**src/rtl/ifu.sv**
```systemverilog
// Instruction fetch unit: owns the PC, issues one fetch at a time on a valid/ready
// memory port and hands {inst_id, pc_id} to decode, squashing fetches made stale by redirects.
module ifu #(
  parameter int                INST_W   = 32,
  parameter logic [INST_W-1:0] RESET_PC = 32'h8000_0000
) (
  input  logic              clk,
  input  logic              rst,
  input  logic              redirect_valid,
  input  logic [INST_W-1:0] redirect_pc,
  output logic              ifu_req_valid,
  input  logic              ifu_req_ready,
  output logic [INST_W-1:0] ifu_req_addr,
  input  logic              ifu_rsp_valid,
  output logic              ifu_rsp_ready,
  input  logic [INST_W-1:0] ifu_rsp_data,
  input  logic              ifu_rsp_err,
  output logic              inst_valid,
  input  logic              inst_ready,
  output logic [INST_W-1:0] inst_id,
  output logic [INST_W-1:0] pc_id,
  output logic              inst_fault
);

  // state | meaning
  // IDLE  | one cycle after reset, nothing asserted
  // REQ   | fetch request for pc offered to memory
  // WAIT  | request accepted, waiting for response (drop marks it stale)
  // VALID | instruction presented to decode, held until consumed or squashed
  typedef enum logic [1:0] {
    S_IDLE  = 2'd0,
    S_REQ   = 2'd1,
    S_WAIT  = 2'd2,
    S_VALID = 2'd3
  } state_t;

  state_t            state;
  logic [INST_W-1:0] pc;
  logic              drop;

  // Address is sampled by memory only on handshake, so it may track pc freely.
  assign ifu_req_addr = pc;

  always_ff @(posedge clk or posedge rst) begin
    if (rst) begin
      state         <= S_IDLE;
      pc            <= RESET_PC;
      drop          <= 1'b0;
      ifu_req_valid <= 1'b0;
      ifu_rsp_ready <= 1'b0;
      inst_valid    <= 1'b0;
      inst_id       <= '0;
      pc_id         <= RESET_PC;
      inst_fault    <= 1'b0;
    end else begin
      case (state)
        S_IDLE: begin
          state         <= S_REQ;
          ifu_req_valid <= 1'b1;
        end

        S_REQ: begin
          if (redirect_valid) pc <= redirect_pc;
          if (ifu_req_valid && ifu_req_ready) begin
            state         <= S_WAIT;
            ifu_req_valid <= 1'b0;
            ifu_rsp_ready <= 1'b1;
            // The accepted request carries the old pc; its data must be thrown away.
            drop          <= redirect_valid;
          end
        end

        S_WAIT: begin
          if (ifu_rsp_valid) begin
            ifu_rsp_ready <= 1'b0;
            drop          <= 1'b0;
            if (redirect_valid || drop) begin
              state         <= S_REQ;
              ifu_req_valid <= 1'b1;
              if (redirect_valid) pc <= redirect_pc;
            end else begin
              state      <= S_VALID;
              inst_valid <= 1'b1;
              inst_id    <= ifu_rsp_err ? '0 : ifu_rsp_data;
              pc_id      <= pc;
              inst_fault <= ifu_rsp_err;
            end
          end else if (redirect_valid) begin
            pc   <= redirect_pc;
            drop <= 1'b1;
          end
        end

        S_VALID: begin
          if (redirect_valid || inst_ready) begin
            pc            <= redirect_valid ? redirect_pc : pc + INST_W'(4);
            inst_valid    <= 1'b0;
            state         <= S_REQ;
            ifu_req_valid <= 1'b1;
          end
        end

        default: state <= S_IDLE;
      endcase
    end
  end

  // Decode relies on the presented instruction not changing while it stalls.
  property p_inst_hold;
    @(posedge clk) disable iff (rst)
      (inst_valid && !inst_ready) |=> ($stable(inst_id) && $stable(pc_id) && $stable(inst_fault));
  endproperty
  a_inst_hold: assert property (p_inst_hold);

endmodule

```
**config.mk**
```make
export PLATFORM = sky130hd
export DESIGN_NAME = ifu
export DESIGN_NICKNAME = d
export VERILOG_FILES = /design/src/rtl/ifu.sv
export SDC_FILE = /design/constraint.sdc
export NUM_CORES = 1
export LEC_CHECK = 0
export ABC_AREA = 1
export BUFFER_PORTS_ARGS = -buffer_cell sky130_fd_sc_hd__buf_4
export CAP_MARGIN = 15
export CORE_MARGIN = 8
export CORE_UTILIZATION = 45
export DETAILED_ROUTE_END_ITERATION = 12
export PLACE_DENSITY = 0.74
export SLEW_MARGIN = 0
export SYNTH_ARGS = -nofsm -noshare
export SYNTH_HDL_FRONTEND = slang
export SYNTH_SLANG_ARGS = --single-unit
```
**constraint.sdc**
```tcl
create_clock -name clk -period 6 [get_ports clk]
set_input_delay 1.2 -clock clk [delete_from_list [all_inputs] [get_ports clk]]
set_output_delay 1.2 -clock clk [all_outputs]
set_load 0.05 [all_outputs]
```
Yosys cells after proc, flatten, opt, wreduce, memory -nomap -nowiden
Index checks and enable logic that the tools add are counted.
{"block": "totals", "latchBits": 0, "ram_bits": 0, "word_cells": 63, "ff_bits": 103, "mem_bits_ro": 0, "memories": 0, "in_bits": 71}
{"block": "op_classes", "reduce_logical": 14, "div_mod_pow": 0, "bitwise_logic": 1, "mux": 28, "eq_ne": 10, "n_addsub": 1, "n_lt_le_gt_ge": 0, "shifts": 0, "n_mul": 0}
{"op": "$mux 32", "n": 6}
{"op": "$pmux 32 s3", "n": 1}
{"op": "$add 32x3->32 const B", "n": 1}
{"op": "$reduce_and 3->1", "n": 5}
{"op": "$mux 1", "n": 12}
{"op": "$ne 2x2->1 const B", "n": 5}
{"op": "$mux 2", "n": 4}
{"op": "$pmux 2 s4", "n": 1}
{"op": "$reduce_and 4->1", "n": 2}
{"op": "$ne 3x3->1 const B", "n": 2}
{"op": "$pmux 1 s2", "n": 3}
{"op": "$eq 2x2->1 const B", "n": 2}
{"op": "$pmux 1 s4", "n": 1}
{"op": "$reduce_bool 2->1", "n": 2}
{"op": "$reduce_bool 3->1", "n": 1}
{"op": "$eq 2x1->1 const B", "n": 1}
{"op": "$logic_not 2->1", "n": 1}
{"op": "$logic_or 1x1->1", "n": 2}
{"op": "$logic_and 1x1->1", "n": 1}
{"op": "$not 1->1", "n": 1}

Depth between registers and ports, before layout
Gate-level depths: netlist (run 1).
{"block": "depth", "depth_word": 4, "mapped_depth": 10, "ltp_nobuf": 10}

Least setup slack after synthesis (run 1)
Ideal clock, no wire load.
{"block": "synth_path", "path_type": "input to register", "start": "in redirect_valid", "end": "reg inst_id[10]", "setup_slack_ps": 3788, "required_time_ps": 5879, "setup_time_ps": 121, "t_arrival_ps": 2091, "cell_stages": 7, "path_cell_list": "nor2_1 -> nand2_2 -> nor2_8 -> inv_4 -> buf_6 -> buf_6 -> a22o_1"}
{"block": "synth_between", "elab_chain_cells": 3}
{"element": "start, declared", "line_no": "9", "source": "input logic redirect_valid,"}
{"element": "$logic_or 1x1->1", "line_no": "77", "source": "if (redirect_valid || drop) begin"}
{"element": "$not 1->1 (no source line)"}
{"element": "$reduce_and 3->1 (no source line)"}
{"element": "end signal, assigned", "line_no": "84", "source": "inst_id <= ifu_rsp_err ? '0 : ifu_rsp_data;"}
{"element": "end, declared", "line_no": "20", "source": "output logic [INST_W-1:0] inst_id,"}
No other way between the ends.
A chain may end at the register's enable or synchronous reset.

Final worst setup path (run 1)
{"block": "layout_path", "start": "in ifu_rsp_valid", "end": "reg pc[3] (netlist: ifu_req_addr[3])"}
{"block": "layout_between", "elab_chain_cells": 2, "elab_cells_between_ends": 4, "classes_between": "eq/ne (1); mux (2); reduce/logical (1)"}
{"element": "start, declared", "line_no": "14", "source": "input logic ifu_rsp_valid,"}
{"element": "$ne 3x3->1 (no source line) or $mux 32 (tied branches)"}
{"element": "$reduce_and 3->1 (no source line) or $pmux 32 s3 (tied branches)"}
{"element": "end signal, assigned", "line_no": "63", "source": "if (redirect_valid) pc <= redirect_pc;"}
{"element": "end signal, assigned", "line_no": "80", "source": "if (redirect_valid) pc <= redirect_pc;"}
{"element": "end signal, assigned", "line_no": "89", "source": "pc <= redirect_pc;"}
{"element": "end, declared", "line_no": "38", "source": "logic [INST_W-1:0] pc;"}
Parallel ways exist; a longest one is shown, timed or not.

==> results of run 1 <==
## logic make-up after synthesis
| group | share of synthesized area, % |
|---|---|
| compound gates | 13.40 |
| xor+xnor | 0.5191 |
| fa+ha+maj | 1.236 |
| buf+inv | 6.673 |
| flops | 50.96 |
| simple gates | 27.21 |
## critical path: cells and delay by family
kind,cells,cell delay (ns)
simple gates,2,0.80
buf+inv,3,0.90
compound gates,1,0.43
## area by class of cell
| cell class | count | area [um2] |
|---|---|---|
| clock buffers | 9 | 123.9 |
| flip-flops and latches | 103 | 2580 |
| multi-input cells | 449 | 2145 |
| well taps | 140 | 175.2 |
| repair buffers | 171 | 1284 |
| fillers | 997 | 4244 |
| clock inverters | 7 | 125.1 |
| inverters | 55 | 211.5 |
## flip-flops by register name, summed over array words and instances (netlist names), 2 cells and up
name and flops:
pc_id 32, inst_id 32, state 2, ifu_req_addr 32
## how the worst max path moves through the flow
stage / start / endpoint / slack [ns]
finish: ifu_rsp_valid / ifu_req_addr[3] / 2.90
global route: ifu_rsp_valid / ifu_req_addr[26] / 2.69
CTS: ifu_rsp_valid / ifu_req_addr[3] / 2.90
detailed placement: ifu_rsp_valid / ifu_req_addr[3] / 2.50
global placement: ifu_rsp_valid / ifu_req_addr[3] / 2.59
floorplan: rst / drop / 2.10
## cell usage after synthesis
cell	number	area (um2)
sky130_fd_sc_hd__a21oi_1	11	55.05
sky130_fd_sc_hd__a22o_1	32	280.3
sky130_fd_sc_hd__a31oi_1	2	12.51
sky130_fd_sc_hd__and2_1	4	25.02
sky130_fd_sc_hd__buf_1	2	7.510
sky130_fd_sc_hd__buf_2	16	80.08
sky130_fd_sc_hd__buf_4	1	7.510
sky130_fd_sc_hd__buf_6	2	22.52
sky130_fd_sc_hd__clkbuf_1	3	11.26
sky130_fd_sc_hd__dfrtp_1	101	2527
sky130_fd_sc_hd__dfstp_2	2	52.55
sky130_fd_sc_hd__ha_1	5	62.56
sky130_fd_sc_hd__inv_1	53	198.9
sky130_fd_sc_hd__inv_2	1	3.750
sky130_fd_sc_hd__inv_4	1	6.260
sky130_fd_sc_hd__nand2_1	199	747.0
sky130_fd_sc_hd__nand2_2	2	12.51
sky130_fd_sc_hd__nand3_1	37	185.2
sky130_fd_sc_hd__nand3b_2	1	11.26
sky130_fd_sc_hd__nor2_1	75	281.5
sky130_fd_sc_hd__nor2_2	6	37.54
sky130_fd_sc_hd__nor2_4	1	11.26
sky130_fd_sc_hd__nor2_8	1	20.02
sky130_fd_sc_hd__nor3_1	1	5.000
sky130_fd_sc_hd__nor3_4	1	16.27
sky130_fd_sc_hd__o21ai_0	46	230.2
sky130_fd_sc_hd__o21ai_1	12	60.06
sky130_fd_sc_hd__o22ai_1	4	25.02
sky130_fd_sc_hd__o31ai_1	2	15.01
sky130_fd_sc_hd__or2_2	4	25.02
sky130_fd_sc_hd__xor2_1	3	26.28
## routing by layer
layer	vias up	wire length [um]	GRT usage, %
li1	2356	-	-
met1	2255	6606	26.82
met2	150	7172	32.32
met3	23	924	3.517
met4	0	382	9.063
met5	-	0	0
## report_power, final
part           total, mW  switching (mW)  internal [mW]
clock              0.540           0.256          0.283
combinational       2.18            1.55          0.629
sequential          1.25           0.273          0.973
total               3.96            2.08           1.89
==> impl_table.tex, run 1 <==
\begin{tabular}{lr}
\hline
Metric & Value \\
\hline
\multicolumn{2}{l}{\textbf{CTS}} \\
\quad Hold-fix buffer count after cts & 0 \\
\quad Cells resized by post-CTS repair & 0 \\
\quad Master cell of the clock root buffer & sky130\_fd\_sc\_hd\_\_clkbuf\_8 \\
\quad Worst-skew pair later-pin latency & between 0.3 and 0.4 ns \\
\quad Clk sink count & between 100 and 150 \\
\quad Cts bufs inserted & 9 \\
\quad CTS clock-pin slew for the worst setup and hold paths & around 0.10 ns \\
\quad Clock tree from TritonCTS & built \\
\quad Number of buffers on the longest clock path & 2 \\
\quad CTS H-tree lvls & 3 \\
\quad Setup repair bufs after CTS & 0 \\
\multicolumn{2}{l}{\textbf{Timing}} \\
\quad Rel. slew slack & between 30\% and 40\% \\
\quad Total setup violations reported at the end of the flow & 0 \\
\quad Total negative slack for setup checks & 0 ns \\
\quad Worst hold slack & approximately 0.5 ns \\
\quad Skew final & around 0.016 ns \\
\quad RSZ-0062 raised after global routing & no \\
\quad Period utilisation layout & 51.69\% \\
\quad Slew Limit Fails & 0 \\
\quad Worst-case setup margin in the final layout & between 2 and 3 ns \\
\quad Transition time of the tightest slew-check pin & around 0.91 ns \\
\quad Period minus WS final & around 3.1 ns \\
\quad Final Hold Fails & 0 \\
\quad Fmax & about 320 MHz \\
\multicolumn{2}{l}{\textbf{Global routing}} \\
\quad Antenna violations before repair & 0 \\
\quad Pin count of the biggest net entering global routing & 96 \\
\quad Number of global-route vias before repair & 4659 \\
\quad Global-route wire length before repair & 24140 um \\
\quad Sum of overflow across all layers after global routing & 0 \\
\quad Gr usage total & 20.37\% \\
\multicolumn{2}{l}{\textbf{Critical path}} \\
\quad Slack of the worst reg-to-reg path & between 3 and 4 ns \\
\quad Critical register-to-register path startpoint & state[0] \\
\quad WS Path Type & in2reg \\
\quad Depth of the worst register-to-register path & 7 \\
\quad Worst setup EP type & flip-flop \\
\quad Worst-path fanout max & 95 \\
\quad Critical path data arrival time & about 3.4 ns \\
\quad Chain of cells forming the critical path & buf\_4, inv\_1, nor2\_8, inv\_4, nand3b\_2, o31ai\_1 \\
\quad Worst-path cell with the longest stage delay & sky130\_fd\_sc\_hd\_\_nand3b\_2 \\
\quad Required time worst endpoint & approximately 6.3 ns \\
\quad Critical Path Source Type & input pin \\
\quad Biggest cell delay along the critical path & 0.72 ns \\
\quad FF-to-FF End & ifu\_req\_addr[3] \\
\multicolumn{2}{l}{\textbf{Worst hold path}} \\
\quad Worst hold path stage count & 2 \\
\quad Hold/Removal Path Class & reg2reg \\
\quad Hold-critical path endpoint & pc\_id[7] \\
\quad Startpoint of the lowest-slack hold path & pc\_id[7] \\
\multicolumn{2}{l}{\textbf{Floorplan}} \\
\quad Total number of placement rows & 38 \\
\quad Die ar. & between 10000 and 15000 um2 \\
\quad Core outline area & between 10000 and 15000 um2 \\
\quad Die Height & around 120 um \\
\quad Floorplan die width & $\sim$120 um \\
\quad Initial core utilization & between 40\% and 50\% \\
\quad Io pins & around 170 \\
\multicolumn{2}{l}{\textbf{Finish}} \\
\quad Post-layout instance count excluding filler cells & 934 \\
\quad Fraction of final layout cells sized beyond drive strength 1 & 26.20\% \\
\quad Count of inserted antenna diode cells & 0 \\
\quad Syn-to-layout area delta & 31.24\% \\
\quad Commonest non-fill, non-tap cell in the layout & sky130\_fd\_sc\_hd\_\_nand2\_1 \\
\quad Number of nets at the end of the flow & 865 \\
\quad Post-layout utilization of the core & slightly above 60\% \\
\quad Final design instance area without fill & approximately 6600 um2 \\
\quad Commonest non-fill, non-tap cells in the layout & sky130\_fd\_sc\_hd\_\_nand2\_1 (199), sky130\_fd\_sc\_hd\_\_buf\_4 (171), sky130\_fd\_sc\_hd\_\_dfrtp\_1 (101) \\
\multicolumn{2}{l}{\textbf{Routing}} \\
\quad ANT nets after route & 0 \\
\quad DR vias/cell & 5.122 \\
\quad Final wirelength & about 15000 um \\
\quad Drt drc & 0 \\
\quad Initial DRC count & roughly 400 \\
\quad DR pass1 iterations & 4 \\
\quad Overall via count from detail\_route & 4784 \\
\quad WL/cell & 16.15 um \\
\multicolumn{2}{l}{\textbf{Placement}} \\
\quad Global placer's final weighted congestion & a little under 0.9 \\
\quad Final HPWL from detailed placement & 11270 um \\
\quad Post-place instance area & 6395 um2 \\
\quad Total instance count after detailed placement & just over 900 \\
\quad Number of buffers inserted by port buffering & 170 \\
\quad Setup Slack @ Placement & between 2 and 2.5 ns \\
\multicolumn{2}{l}{\textbf{Power}} \\
\quad Leakage power of the design & 3.405 nW \\
\quad Maximum VDD drop & roughly 0.33 mV \\
\quad Total power per unit cell area & 596.3 nW/um2 \\
\quad Total Power Consumption & 3.962 mW \\
\multicolumn{2}{l}{\textbf{Logic synthesis}} \\
\quad Sequential element share of the synthesized area & between 50\% and 60\% \\
\quad Synth cell types & 31 \\
\quad Gate Count Post-Synth & 631 \\
\quad Flop and latch count out of synthesis & roughly 100 \\
\quad Avg Cell Area, Syn & around 8.0 um2 \\
\quad Area of the mapped netlist & about 5000 um2 \\
\quad Yosys warnings & 0 \\
\quad Synth Net Count & 707 \\
\multicolumn{2}{l}{\textbf{Status}} \\
\quad Result of the run & finished clean \\
\multicolumn{2}{l}{\textbf{Job}} \\
\quad Max Cap Viol & 0 \\
\hline
\end{tabular}
(Power assumes the default switching activity.)
==> run 2, diff against run 1 <==
--- a/config.mk
+++ b/config.mk
@@ -5,7 +5,7 @@
 export SDC_FILE = /design/constraint.sdc
 export NUM_CORES = 1
 export LEC_CHECK = 0
-export ABC_AREA = 1
+export ABC_AREA = 0
 export BUFFER_PORTS_ARGS = -buffer_cell sky130_fd_sc_hd__buf_4
 export CAP_MARGIN = 15
 export CORE_MARGIN = 8
==> constraint.sdc (replaced) <==
create_clock -name clk -period 2.9 [get_ports clk]
set_input_delay 0.58 -clock clk [delete_from_list [all_inputs] [get_ports clk]]
set_output_delay 0.58 -clock clk [all_outputs]
set_load 0.05 [all_outputs]
==> run 2 against run 1 <==
Compared with the run above:
- first-iteration DRC count is 2.5% lower
- sequential share of layout area grew 0.47 points
- via count down 2.6%
- core utilization fell by 0.46 points
- worst hold slack worse by 0.14 ns
- highest routed layer unchanged
==> impl_table.tex, run 2 <==
\begin{tabular}{lr}
\hline
Metric & Value \\
\hline
\multicolumn{2}{l}{\textbf{Floorplan}} \\
\quad Die ar. & about 15000 um2 \\
\quad Initial core utilization & a little under half \\
\quad Floorplan die width & between 100 and 150 um \\
\quad Total number of placement rows & 38 \\
\quad Io pins & $\sim$170 \\
\quad Die Height & $\sim$120 um \\
\quad Core outline area & between 10000 and 15000 um2 \\
\multicolumn{2}{l}{\textbf{Timing}} \\
\quad RSZ-0062 raised after global routing & no \\
\quad Period minus WS final & about 2.4 ns \\
\quad Period utilisation layout & between 80 and 90\% \\
\quad Final Hold Fails & 0 \\
\quad Total setup violations reported at the end of the flow & 0 \\
\quad Skew final & approximately 0.013 ns \\
\quad Rel. slew slack & a little under three fifths \\
\quad Transition time of the tightest slew-check pin & around 0.66 ns \\
\quad Total negative slack for setup checks & 0 ns \\
\quad Worst hold slack & roughly 0.34 ns \\
\quad Slew Limit Fails & 0 \\
\quad Fmax & 417.4 MHz \\
\multicolumn{2}{l}{\textbf{Logic synthesis}} \\
\quad Sequential element share of the synthesized area & 51.52\% \\
\quad Commonest register cell after synthesis & sky130\_fd\_sc\_hd\_\_dfrtp\_1 \\
\quad Synth top area cells & sky130\_fd\_sc\_hd\_\_dfrtp\_1 (50\%), sky130\_fd\_sc\_hd\_\_nand2\_1 (12\%), sky130\_fd\_sc\_hd\_\_o21ai\_0 (5.3\%) \\
\quad Count of flip-flops with a built-in enable after synthesis & 0 \\
\quad Flop and latch count out of synthesis & $\sim$100 \\
\quad Synth Net Count & 644 \\
\quad Leading cell type by number of instances after synthesis & sky130\_fd\_sc\_hd\_\_nand2\_1 \\
\quad Area of the mapped netlist & 5007 um2 \\
\quad Synth cell types & 51 \\
\quad Post-synth top cells & sky130\_fd\_sc\_hd\_\_nand2\_1 (160), sky130\_fd\_sc\_hd\_\_dfrtp\_1 (101), sky130\_fd\_sc\_hd\_\_o21ai\_0 (53) \\
\quad Cell taking the most area after synthesis & sky130\_fd\_sc\_hd\_\_dfrtp\_1 \\
\quad Fraction of post-synthesis cell area in the top cell type by area & 50.47\% \\
\quad Yosys warnings & 0 \\
\quad Avg Cell Area, Syn & roughly 8.8 um2 \\
\quad Gate Count Post-Synth & 568 \\
\quad Fraction of synthesis flops using an asynchronous set or reset pin & between 90\% and 100\% \\
\multicolumn{2}{l}{\textbf{Job}} \\
\quad Max Cap Viol & 0 \\
\multicolumn{2}{l}{\textbf{CTS}} \\
\quad Number of buffers on the longest clock path & 2 \\
\quad CTS clock-pin slew for the worst setup and hold paths & 0.10 ns \\
\quad Setup repair bufs after CTS & 0 \\
\quad Clock tree from TritonCTS & built \\
\quad Master cell of the clock root buffer & sky130\_fd\_sc\_hd\_\_clkbuf\_8 \\
\quad Hold-fix buffer count after cts & 0 \\
\quad Cts bufs inserted & 9 \\
\quad Cells resized by post-CTS repair & 0 \\
\quad Clk sink count & between 100 and 150 \\
\quad Worst-skew pair later-pin latency & about 0.37 ns \\
\quad CTS H-tree lvls & 3 \\
\multicolumn{2}{l}{\textbf{Finish}} \\
\quad Fraction of final layout cells sized beyond drive strength 1 & between 20\% and 30\% \\
\quad Final design instance area without fill & around 6600 um2 \\
\quad Count of inserted antenna diode cells & 0 \\
\quad Commonest non-fill, non-tap cells in the layout & sky130\_fd\_sc\_hd\_\_buf\_4 (177), sky130\_fd\_sc\_hd\_\_nand2\_1 (160), sky130\_fd\_sc\_hd\_\_dfrtp\_1 (101) \\
\quad Commonest non-fill, non-tap cell in the layout & sky130\_fd\_sc\_hd\_\_buf\_4 \\
\quad Fill cell count & $\sim$950 \\
\quad Number of nets at the end of the flow & 792 \\
\quad Syn-to-layout area delta & 31.11\% \\
\quad Post-layout instance count excluding filler cells & 861 \\
\multicolumn{2}{l}{\textbf{Placement}} \\
\quad Total instance count after detailed placement & roughly 850 \\
\quad Final HPWL from detailed placement & approximately 11000 um \\
\quad Number of buffers inserted by port buffering & 170 \\
\quad Post-place instance area & 6374 um2 \\
\quad Global placer's final weighted congestion & 0.9027 \\
\multicolumn{2}{l}{\textbf{Critical path}} \\
\quad Worst-path fanout max & 37 \\
\quad Required time worst endpoint & 3.17 ns \\
\quad Worst setup EP type & flip-flop \\
\quad Critical Path Source Type & flip-flop \\
\quad WS Path Type & reg2reg \\
\quad Critical path data arrival time & $\sim$2.7 ns \\
\multicolumn{2}{l}{\textbf{Global routing}} \\
\quad Number of global-route vias before repair & between 4k and 5k \\
\quad Gr usage total & between 10\% and 20\% \\
\quad Antenna violations before repair & 0 \\
\quad Global-route wire length before repair & roughly 23000 um \\
\quad Sum of overflow across all layers after global routing & 0 \\
\quad Pin count of the biggest net entering global routing & 104 \\
\multicolumn{2}{l}{\textbf{Power}} \\
\quad Leakage power of the design & about 3.2 nW \\
\quad Maximum VDD drop & between 0.9 and 1 mV \\
\quad Total power per unit cell area & 1258 nW/um2 \\
\quad Total Power Consumption & slightly above 8 mW \\
\multicolumn{2}{l}{\textbf{Routing}} \\
\quad Initial DRC count & 392 \\
\quad ANT nets after route & 0 \\
\quad DR pass1 iterations & 4 \\
\quad DR vias/cell & 5.415 \\
\quad Drt drc & 0 \\
\quad WL/cell & 17.15 um \\
\quad Final wirelength & between 10000 and 15000 um \\
\quad Overall via count from detail\_route & roughly 4.7k \\
\multicolumn{2}{l}{\textbf{Worst hold path}} \\
\quad Hold/Removal Path Class & in2async \\
\multicolumn{2}{l}{\textbf{Status}} \\
\quad Result of the run & finished clean \\
\hline
\end{tabular}
-- run 2: changes by cell type in the layout (fill, tap and decap cells not counted), sizes merged, moves of 6 or more --
cell,delta
nor2,-61
inv,-55
nand2,-41
nand2b,+35
a22o,-29
a21oi,+24
nand3,-18
nand4,+10
and3,+7
buf,+7
o22ai,+6
-- run 2: final cells by class --
type	instances	area, um2	area share (%)
Clock buffer	13	148.9	2.268
Tap cell	140	175.2	2.668
Clock inverter	3	42.54	0.6480
Sequential cell	103	2580	39.30
Multi-Input combinational cell	419	2247	34.23
Timing Repair Buffer	178	1349	20.55
Inverter	5	22.52	0.3431
-- run 2: power by group --
group	internal, mW	total, mW	switching, mW
clock	0.424	0.910	0.486
combinational	1.37	4.64	3.26
sequential	2.07	2.71	0.649
total	3.86	8.26	4.40
-- run 2: cell families (layout without fill, tap and decap cells) --
kind of cell | count (synthesis) | after routing | synth area share, %
mux | 3 | 3 | 0.6497
buf+inv | 46 | 199 | 4.098
flops | 103 | 103 | 51.52
compound gates | 137 | 137 | 16.67
simple gates | 274 | 274 | 25.81
fa+ha+maj | 5 | 5 | 1.249
-- run 2: final timing paths --
kind,start,end,slack (ns),cells past startpoint
worst max-delay path,state[0],ifu_req_addr[4],0.50,8
worst max register to register,state[0],ifu_req_addr[4],0.50,8
worst min-delay path,rst,inst_id[18],0.34,3
worst min register to register,pc_id[31],pc_id[31],0.48,2
max in group asynchronous,rst,ifu_rsp_ready,2.09,3
min in group clk,redirect_pc[1],ifu_req_addr[1],0.44,2
-- run 2: routing by layer --
| metal | global-route usage, % | vias up | share of wire (%) |
|---|---|---|---|
| met5 | 0 | - | 0 |
| met4 | 8.327 | 0 | 2.3 |
| met3 | 5.258 | 23 | 9.2 |
| met2 | 30.64 | 204 | 45 |
| met1 | 24.93 | 2179 | 44 |
| li1 | - | 2256 | - |
-- run 2: through the flow --
| stage | utilization (%) | setup slack (ns) |
|---|---|---|
| global placement | 58.79 | 0.6040 |
| finish | 60.56 | 0.5040 |
| global route | 60.56 | 0.2502 |
| floorplan | - | 0.5873 |
| detailed placement | 58.79 | 0.5014 |
| CTS | 60.56 | 0.5034 |
-- run 2: worst max-delay path, cell delays in order, from the launching register on --
cell	delay, ns
sky130_fd_sc_hd__dfrtp_1	0.40
sky130_fd_sc_hd__inv_1	0.08
sky130_fd_sc_hd__ha_1	0.30
sky130_fd_sc_hd__and4bb_1	0.25
sky130_fd_sc_hd__buf_4	0.25
sky130_fd_sc_hd__nor3_2	0.21
sky130_fd_sc_hd__buf_4	0.37
sky130_fd_sc_hd__o21ai_0	0.17
sky130_fd_sc_hd__a22o_1	0.26
==> run 3, diff against run 2 <==
--- a/config.mk
+++ b/config.mk
@@ -11,7 +11,7 @@
 export CORE_MARGIN = 8
 export CORE_UTILIZATION = 45
 export DETAILED_ROUTE_END_ITERATION = 12
-export PLACE_DENSITY = 0.74
+export PLACE_DENSITY = 0.77
 export SLEW_MARGIN = 0
 export SYNTH_ARGS = -nofsm -noshare
 export SYNTH_HDL_FRONTEND = slang
==> constraint.sdc (replaced) <==
create_clock -name clk -period 2.1 [get_ports clk]
set_input_delay 0.42 -clock clk [delete_from_list [all_inputs] [get_ports clk]]
set_output_delay 0.42 -clock clk [all_outputs]
set_load 0.05 [all_outputs]
==> run 3 against run 2 <==
Compared with the run above:
- fmax up 21%
- global-route usage grew 1.1 points
- clock-buffer cell count shrank 1
- critical path type unchanged
- worst hold slack got worse by 0.054 ns
- critical path depth fell by 1
- wire length grew 3.9%
- first-iteration DRC count grew 3.8%
- clock power up 55%
- register-to-register slack got worse by 0.39 ns
- via count is 4.2% higher
- final cell count rose by 2.7%
==> impl_table.tex, run 3 (synthesis gave the netlist of run 2 again) <==
\begin{tabular}{lr}
\hline
Metric & Value \\
\hline
\multicolumn{2}{l}{\textbf{Status}} \\
\quad Result of the run & finished clean \\
\multicolumn{2}{l}{\textbf{Routing}} \\
\quad DR pass1 iterations & 5 \\
\quad Wire length on met3 & 1463 um \\
\quad Drt drc & 0 \\
\quad WL/cell & roughly 17 um \\
\quad Overall via count from detail\_route & about 4.9k \\
\quad Final wirelength & around 15000 um \\
\quad Initial DRC count & $\sim$410 \\
\quad DR vias/cell & roughly 5.5 \\
\quad Uppermost layer routed & met4 \\
\quad Met2 routed wirelength & about 7000 um \\
\quad ANT nets after route & 0 \\
\quad Met1 WL & 6544 um \\
\multicolumn{2}{l}{\textbf{Finish}} \\
\quad Register Area & 2589 um2 \\
\quad Post-layout utilization of the core & about 63\% \\
\quad Fill cell count & 930 \\
\quad Count of inserted antenna diode cells & 0 \\
\quad Commonest non-fill, non-tap cell in the layout & sky130\_fd\_sc\_hd\_\_buf\_4 \\
\quad Number of nets at the end of the flow & approximately 820 \\
\quad Multi-input gate area & $\sim$2300 um2 \\
\quad Syn-to-layout area delta & 36.66\% \\
\quad Fraction of final layout cells sized beyond drive strength 1 & between 30\% and 40\% \\
\quad Commonest non-fill, non-tap cells in the layout & sky130\_fd\_sc\_hd\_\_buf\_4 (196), sky130\_fd\_sc\_hd\_\_nand2\_1 (160), sky130\_fd\_sc\_hd\_\_dfrtp\_1 (94) \\
\multicolumn{2}{l}{\textbf{CTS}} \\
\quad CTS clock-pin slew for the worst setup and hold paths & 0.10 ns \\
\quad Cts bufs inserted & 9 \\
\quad Number of buffers on the longest clock path & 2 \\
\quad Worst-skew pair later-pin latency & roughly 0.36 ns \\
\quad CTS H-tree lvls & 3 \\
\quad Setup repair bufs after CTS & 0 \\
\quad Master cell of the clock root buffer & sky130\_fd\_sc\_hd\_\_clkbuf\_8 \\
\quad Clk sink count & about 100 \\
\quad Clock tree from TritonCTS & built \\
\multicolumn{2}{l}{\textbf{Critical path}} \\
\quad Worst setup EP type & flip-flop \\
\quad Depth of the worst register-to-register path & 7 \\
\quad Slack of the worst reg-to-reg path & roughly 0.11 ns \\
\quad WS Path Type & reg2reg \\
\quad Required time worst endpoint & roughly 2.4 ns \\
\quad Critical Path Source Type & flip-flop \\
\quad Critical path data arrival time & 2.26 ns \\
\quad Worst-path fanout max & 9 \\
\quad Critical register-to-register path startpoint & state[1] \\
\quad FF-to-FF End & ifu\_req\_addr[28] \\
\multicolumn{2}{l}{\textbf{Timing}} \\
\quad Final Hold Fails & 0 \\
\quad Transition time of the tightest slew-check pin & roughly 0.41 ns \\
\quad Period minus WS final & 1.985 ns \\
\quad Period utilisation layout & a little over nine tenths \\
\quad Fmax & approximately 500 MHz \\
\quad Slew Limit Fails & 0 \\
\quad Skew final & slightly above 0.01 ns \\
\quad Rel. slew slack & $\sim$72\% \\
\quad Worst hold slack & a little under 0.3 ns \\
\quad RSZ-0062 raised after global routing & yes \\
\quad Total setup violations reported at the end of the flow & 0 \\
\multicolumn{2}{l}{\textbf{Global routing}} \\
\quad Global-route wire length before repair & 24790 um \\
\quad Pin count of the biggest net entering global routing & 82 \\
\quad Number of global-route vias before repair & roughly 5k \\
\quad Sum of overflow across all layers after global routing & 0 \\
\quad Antenna violations before repair & 0 \\
\quad Gr usage total & around a fifth \\
\multicolumn{2}{l}{\textbf{Placement}} \\
\quad Number of buffers inserted by port buffering & 170 \\
\quad Final HPWL from detailed placement & between 10000 and 15000 um \\
\quad Global placer's final weighted congestion & roughly 0.86 \\
\multicolumn{2}{l}{\textbf{Floorplan}} \\
\quad Die Height & 121.5 um \\
\quad Core outline area & around 11000 um2 \\
\quad Die ar. & roughly 15000 um2 \\
\quad Initial core utilization & about 46\% \\
\quad Floorplan die width & roughly 120 um \\
\quad Total number of placement rows & 38 \\
\quad Io pins & 171 \\
\multicolumn{2}{l}{\textbf{Job}} \\
\quad Max Cap Viol & 0 \\
\multicolumn{2}{l}{\textbf{Power}} \\
\quad Total power per unit cell area & approximately 1700 nW/um2 \\
\quad Maximum VDD drop & between 1 and 1.5 mV \\
\quad Leakage power of the design & 3.334 nW \\
\multicolumn{2}{l}{\textbf{Worst hold path}} \\
\quad Startpoint of the lowest-slack hold path & redirect\_pc[0] \\
\quad Hold/Removal Path Class & in2reg \\
\quad Hold-critical path endpoint & ifu\_req\_addr[0] \\
\quad Worst hold path stage count & 2 \\
\hline
\end{tabular}
## run 3: cell count changes in the layout (fill, tap and decap cells not counted), moves of 2 or more
| cell | change |
|---|---|
| sky130_fd_sc_hd__dfrtp_2 | +7 |
| sky130_fd_sc_hd__dfrtp_1 | -7 |
| sky130_fd_sc_hd__clkbuf_1 | -2 |
| sky130_fd_sc_hd__buf_12 | +3 |
| sky130_fd_sc_hd__buf_4 | +19 |
## run 3: metal layers
metal,vias to the layer above,GRT usage (%)
met5,-,0
met4,0,8.096
met2,225,32.05
li1,2304,-
met3,25,5.724
met1,2304,26.63
## run 3: worst max-delay path by stage
stage                  endpoint            start  cells after the start  slack (ns)
2_1_floorplan  ifu_req_addr[25]         state[0]                     10       -0.03
3_3_place_gp   ifu_req_addr[29]    ifu_rsp_valid                      7        0.11
3_5_place_dp   ifu_req_addr[28]         state[1]                      7        0.06
4_1_cts        ifu_req_addr[28]         state[1]                      7        0.04
5_1_grt        ifu_req_addr[28]  ifu_req_addr[2]                      6       -0.03
6_report       ifu_req_addr[28]         state[1]                      7        0.11
## run 3: final cells by class
| cell class | instances | area share (%) |
|---|---|---|
| timing repair buffer | 201 | 22.82 |
| tap | 140 | 2.560 |
| inverter | 5 | 0.3291 |
| sequential | 103 | 37.83 |
| clock inverter | 4 | 1.115 |
| clock buffer | 12 | 2.267 |
| multi-input combinational | 419 | 33.08 |
## run 3: stage by stage
step	area, um2	setup WS, ns	TNS [ns]	total power, mW	std cells
floorplan	5035	-0.03116	-0.06438	8.116	568
global placement	6588	0.1078	0	10.31	867
detailed placement	6588	0.05579	0	10.46	867
CTS	6829	0.03840	0	11.89	884
global route	6843	-0.03024	-0.03320	12.46	884
finish	6843	0.1148	0	11.84	884
## run 3: where the power goes
part           switching, mW  total [mW]  internal [mW]
Clock                  0.673        1.41          0.742
Combinational           4.65        6.70           2.05
Sequential             0.849        3.72           2.87
## run 3: timing repair
| action | CTS | global route |
|---|---|---|
| endpoints found under the setup margin | 0 | 5 |
| hold buffers | 1 | 0 |
| hold endpoints to repair | 2 | 0 |
| gates resized for setup | 0 | 3 |
## run 3: critical path: stages (launching register included)
cell,delay (ns)
sky130_fd_sc_hd__dfrtp_1,0.43
sky130_fd_sc_hd__ha_2,0.19
sky130_fd_sc_hd__and4bb_1,0.21
sky130_fd_sc_hd__or3_4,0.44
sky130_fd_sc_hd__buf_4,0.19
sky130_fd_sc_hd__nor2_1,0.14
sky130_fd_sc_hd__nor2_1,0.07
sky130_fd_sc_hd__a22oi_1,0.22
